## config.mk

```make
export PLATFORM = sky130hd
export DESIGN_NAME = reg_file_status
export DESIGN_NICKNAME = d
export VERILOG_FILES = /design/src/rtl/reg_file_status_pkg.sv /design/src/rtl/reg_file_status_status_reg.sv /design/src/rtl/reg_file_status.sv
export SDC_FILE = /design/constraint.sdc
export NUM_CORES = 1
export LEC_CHECK = 0
export CAP_MARGIN = 20
export CORE_MARGIN = 1
export CORE_UTILIZATION = 54
export DETAILED_ROUTE_END_ITERATION = 8
export PLACE_DENSITY = 0.84
export SLEW_MARGIN = 0
export SYNTH_ARGS = -nofsm -noshare
export SYNTH_HDL_FRONTEND = slang
export SYNTH_SLANG_ARGS = --single-unit
```

## constraint.sdc

```tcl
create_clock -name CLK -period 1.6 [get_ports CLK]
set_input_delay 0.32 -clock CLK [delete_from_list [all_inputs] [get_ports CLK]]
set_output_delay 0.32 -clock CLK [all_outputs]
set_load 0.005 [all_outputs]
```

## src/rtl/reg_file_status_pkg.sv

```systemverilog
// rtl/reg_file_status_pkg.sv - shared widths and write-back select encoding for reg_file_status
package reg_file_status_pkg;

    localparam int DW_DEF       = 8;
    localparam int AW_DEF       = 3;
    localparam int ZERO_REG_DEF = 1;

    // Write-back source select, shared with the instruction decoder
    typedef enum logic {
        WB_ALU = 1'b0,
        WB_MEM = 1'b1
    } wb_sel_e;

endpackage

```

## src/rtl/reg_file_status_status_reg.sv

```systemverilog
// rtl/reg_file_status_status_reg.sv - FLAG/OVERFLOW status bits, forwarding under REGFILE_BYPASS_EN
module status_reg (
    input  logic i_clk,
    input  logic i_reset,
    input  logic i_flag_d,
    input  logic i_flag_we,
    input  logic i_ovf_d,
    input  logic i_ovf_we,
    output logic o_flag,
    output logic o_ovf
);

    logic r_flag;
    logic r_ovf;

    // Each status bit has its own enable so the ALU can update them independently
    always_ff @(posedge i_clk) begin
        if (i_reset) begin
            r_flag <= 1'b0;
            r_ovf  <= 1'b0;
        end else begin
            if (i_flag_we) r_flag <= i_flag_d;
            if (i_ovf_we)  r_ovf  <= i_ovf_d;
        end
    end

    // Forward the incoming bit when bypass is built in, otherwise expose stored state
    always_comb begin
        o_flag = r_flag;
        o_ovf  = r_ovf;
`ifdef REGFILE_BYPASS_EN
        if (!i_reset && i_flag_we) o_flag = i_flag_d;
        if (!i_reset && i_ovf_we)  o_ovf  = i_ovf_d;
`endif
    end

endmodule

```

## src/rtl/reg_file_status.sv

```systemverilog
// rtl/reg_file_status.sv - ALU-side register file with status bits; REGFILE_BYPASS_EN enables write-before-read forwarding
module reg_file_status
    import reg_file_status_pkg::*;
#(
    parameter int DW       = DW_DEF,
    parameter int AW       = AW_DEF,
    parameter int ZERO_REG = ZERO_REG_DEF
) (
    input  logic          CLK,
    input  logic          RESET,
    input  logic [AW-1:0] RADDR_A,
    input  logic [AW-1:0] RADDR_B,
    input  logic [AW-1:0] WADDR,
    input  logic          WRITE_EN,
    input  logic          WB_SEL,
    input  logic [DW-1:0] ALU_IN,
    input  logic [DW-1:0] MEM_IN,
    input  logic          FLAG_D,
    input  logic          FLAG_WE,
    input  logic          OVF_D,
    input  logic          OVF_WE,
    output logic [DW-1:0] DATA_A,
    output logic [DW-1:0] DATA_B,
    output logic          FLAG,
    output logic          OVERFLOW
);

    localparam int NREGS = 2 ** AW;

    logic [DW-1:0] r_regs [NREGS];
    logic [DW-1:0] w_wdata;
    logic          w_wr_ok;
    wb_sel_e       w_wb_sel;

    assign w_wb_sel = wb_sel_e'(WB_SEL);
    assign w_wdata  = (w_wb_sel == WB_MEM) ? MEM_IN : ALU_IN;
    // A write to a hardwired r0 is dropped here so it can never be stored or forwarded
    assign w_wr_ok  = WRITE_EN && !RESET && !((ZERO_REG != 0) && (WADDR == '0));

    // Register array: cleared on reset, otherwise one write per cycle
    always_ff @(posedge CLK) begin
        if (RESET) begin
            for (int i = 0; i < NREGS; i++) begin
                r_regs[i] <= '0;
            end
        end else if (w_wr_ok) begin
            r_regs[WADDR] <= w_wdata;
        end
    end

    // Read port A: stored value, optional forwarding, r0 forced to zero last
    always_comb begin
        DATA_A = r_regs[RADDR_A];
`ifdef REGFILE_BYPASS_EN
        if (w_wr_ok && (RADDR_A == WADDR)) DATA_A = w_wdata;
`endif
        if ((ZERO_REG != 0) && (RADDR_A == '0)) DATA_A = '0;
    end

    // Read port B: same structure as port A
    always_comb begin
        DATA_B = r_regs[RADDR_B];
`ifdef REGFILE_BYPASS_EN
        if (w_wr_ok && (RADDR_B == WADDR)) DATA_B = w_wdata;
`endif
        if ((ZERO_REG != 0) && (RADDR_B == '0)) DATA_B = '0;
    end

    status_reg u_status (
        .i_clk     (CLK),
        .i_reset   (RESET),
        .i_flag_d  (FLAG_D),
        .i_flag_we (FLAG_WE),
        .i_ovf_d   (OVF_D),
        .i_ovf_we  (OVF_WE),
        .o_flag    (FLAG),
        .o_ovf     (OVERFLOW)
    );

endmodule

```

==> flow_metrics.env <==
export IMPL_synth_yosys_seq_area_share=0.525
export IMPL_nFillCells=354
export IMPL_drv_cap=0
export IMPL_synth_seq_cells=58
export IMPL_synth_area_sq_um=3280
export IMPL_finalHoldViolCount=0
export IMPL_clk_latency_ns=0.33
export IMPL_syn_nets=295
export IMPL_share_comb_of_total_power=0.215
export IMPL_die_h_um=80.0
export IMPL_mostFrequentLayoutCells="nor2_1 (59), buf_4 (56), edfxtp_1 (56)"
export IMPL_p_total_mw=3.89
export IMPL_yosysTopAreaCell="edfxtp_1"
export IMPL_ant_nets=0
export IMPL_endpoint_kind="output port"
export IMPL_ys_warnings_count=0
export IMPL_io_pins=51
export IMPL_setup_ws_ns=-0.249
export IMPL_violations="setup timing"
export IMPL_power_frac_seq=0.471
export IMPL_fin_nets=403
export IMPL_rows=28
export IMPL_port_buffers=50
export IMPL_min_period_over_period=1.16
export IMPL_die_w_um=80.0
export IMPL_cts_sinks=58
export IMPL_area_growth_pct=41.6
export IMPL_ir_worst_vdd_mv=0.659
export IMPL_slew_headroom=0.784
export IMPL_place_area_sq_um=4250
export IMPL_cp_data_required_time_ns=1.28
export IMPL_fin_skew_ns=0
export IMPL_cts_hold_buf=0
export IMPL_grt_pass1_vias=2780
export IMPL_drive_above_1_share=0.410
export IMPL_rsz0062_at_grt="yes"
export IMPL_power_density_nw_per_um2=838
export IMPL_grt_pass1_wl_um=14800
export IMPL_start_util=0.558
export IMPL_drt_iter0_drc=379
export IMPL_fmax_ghz=0.541
export IMPL_gp_congestion=0.909
export IMPL_route_detailed_drc=0
export IMPL_power_internal_mw=2.89
export IMPL_final_area_sq_um=4650
export IMPL_numCtsBuffers=9
export IMPL_p_sw_frac=0.257
export IMPL_clk_path_buf_depth=2
export IMPL_avgSynthCellArea_sq_um=12.5
export IMPL_ctsRootBufferMaster="clkbuf_8"
export IMPL_place_inst=429
export IMPL_final_common_cell="nor2_1"
export IMPL_syn_inst=262
export IMPL_setup_worst_path_class="flop to output port"
export IMPL_drt_wirelength_per_cell_um=22.3
export IMPL_cts_tree="built"
export IMPL_dr_pass1_iters=8
export IMPL_fin_crit_ns=1.85
export IMPL_cp_max_fo=2
export IMPL_start_kind="flop"
export IMPL_synth_top_area_frac=0.512
export IMPL_worstHoldPathType="flop to flop"
export IMPL_via_per_inst=6.20
export IMPL_clk_pin_slew_ns=0.07
export IMPL_pre_cts_slack_ns=-0.938
export IMPL_core_sq_um=5890
export IMPL_htreeDepth=3
export IMPL_setup_violations=16
export IMPL_instances_no_fill=448
export IMPL_hold_slack_ns=0.510
export IMPL_grt_use_total=0.328
export IMPL_dp_hpwl_um=6510
export IMPL_critical_path_arrival_ns=1.53
export IMPL_leakage_nw=1.85
export IMPL_clkPwrFrac=0.314
export IMPL_slew_violations=0
export IMPL_antenna_cells=0
export IMPL_synth_area_leaders="edfxtp_1 (51%), mux2i_1 (10%), nor2_1 (6.7%)"
export IMPL_tightest_slew_ns=0.315
export IMPL_grt_max_degree=15
export IMPL_die_area_sq_um=6390
export IMPL_status="finished, violations left"
export IMPL_antenna_found_initial=0
export IMPL_ys_types=28
export IMPL_gr_total_overflow=0
export IMPL_p_switching_uw=1000
export IMPL_wirelength_um=9970
export IMPL_via_count=2778
power groups by stage:
stage,Combinational [mW],Clock (mW),Sequential [mW]
floorplan,0.374,0,1.83
global placement,0.743,0,1.84
detailed placement,0.756,0,1.85
CTS,0.789,1.22,1.82
global route,0.877,1.30,1.84
finish,0.836,1.22,1.83
cells in the mapped netlist:
library cell  number
nor3b_2            1
a211oi_1           8
nand2b_1           8
a31oi_1            1
nor2b_2            1
nor2_1            59
buf_4              4
buf_12             3
a221oi_2          13
buf_6              3
a21oi_1            1
mux2i_1           34
buf_2              7
and2_1             1
clkbuf_1           3
mux2_4             5
a311oi_1           8
edfxtp_1          56
and2b_1            1
nor2b_1           12
nand2_1            6
and3b_1            1
a221oi_1           9
nand3_1            2
dfxtp_1            2
inv_1              1
a22o_1             1
mux2_2            11
through the flow:
step,util,setup TNS (ns)
after CTS,0.778,-3.05
after global routing,0.789,-4.17
final,0.789,-3.38
after detailed placement,0.722,-27.77
after floorplan,-,0
after global placement,0.722,-23.38
flip-flops by register name (all words and copies together) (netlist names):
register         flops
r_regs              56
u_status.o_ovf       1
u_status.o_flag      1
final timing paths:
kind                                startpoint                            to  slack, ns  depth (start not counted)
setup / recovery    r_regs[2][4]$_SDFFCE_PN0P_                     DATA_B[4]      -0.25                          5
hold / removal    u_status.o_flag$_SDFFE_PP0P_  u_status.o_flag$_SDFFE_PP0P_       0.51                          2
setup reg to reg   u_status.o_ovf$_SDFFE_PP0P_   u_status.o_ovf$_SDFFE_PP0P_       1.02                          2
hold reg to reg   u_status.o_flag$_SDFFE_PP0P_  u_status.o_flag$_SDFFE_PP0P_       0.51                          2
cells by family after synthesis:
group,after synthesis,share of synthesized area
AO/OA/AOI/OAI,41,0.129
buffers and inverters,21,0.0530
flip-flops,58,0.525
multiplexers,50,0.164
AND/OR/NAND/NOR,92,0.129
routing by layer:
layer  up-vias  global-route usage  share of wire
li1       1223                   -              -
met1      1312               0.374           0.37
met2       202               0.567           0.51
met3        41              0.0674          0.078
met4         0               0.189          0.040
met5         -                   0              0
layout make-up:
class	count	area, sq um	share of cell area
multi-input cells	183	1600	0.345
repair buffers	117	1050	0.227
clock buffers	9	124	0.0267
well taps	75	93.8	0.0202
inverters	1	3.75	0.000808
flip-flops and latches	58	1720	0.371
clock inverters	5	47.5	0.0102
worst max-delay path: stages, from the launching register on:
cell and delay, ns:
edfxtp_1 0.39, mux2_4 0.29, a221oi_2 0.21, buf_4 0.15
a221oi_2 0.03, buf_2 0.13
repair_timing:
| item | 4_1_cts | 5_1_grt |
|---|---|---|
| resized for setup | 111 | 12 |
| pin swaps | 25 | 11 |
| gates cloned | 2 | 0 |
| endpoints found under the setup margin | 16 | 16 |
| setup buffers | 4 | 0 |
(Power assumes the default switching activity.)
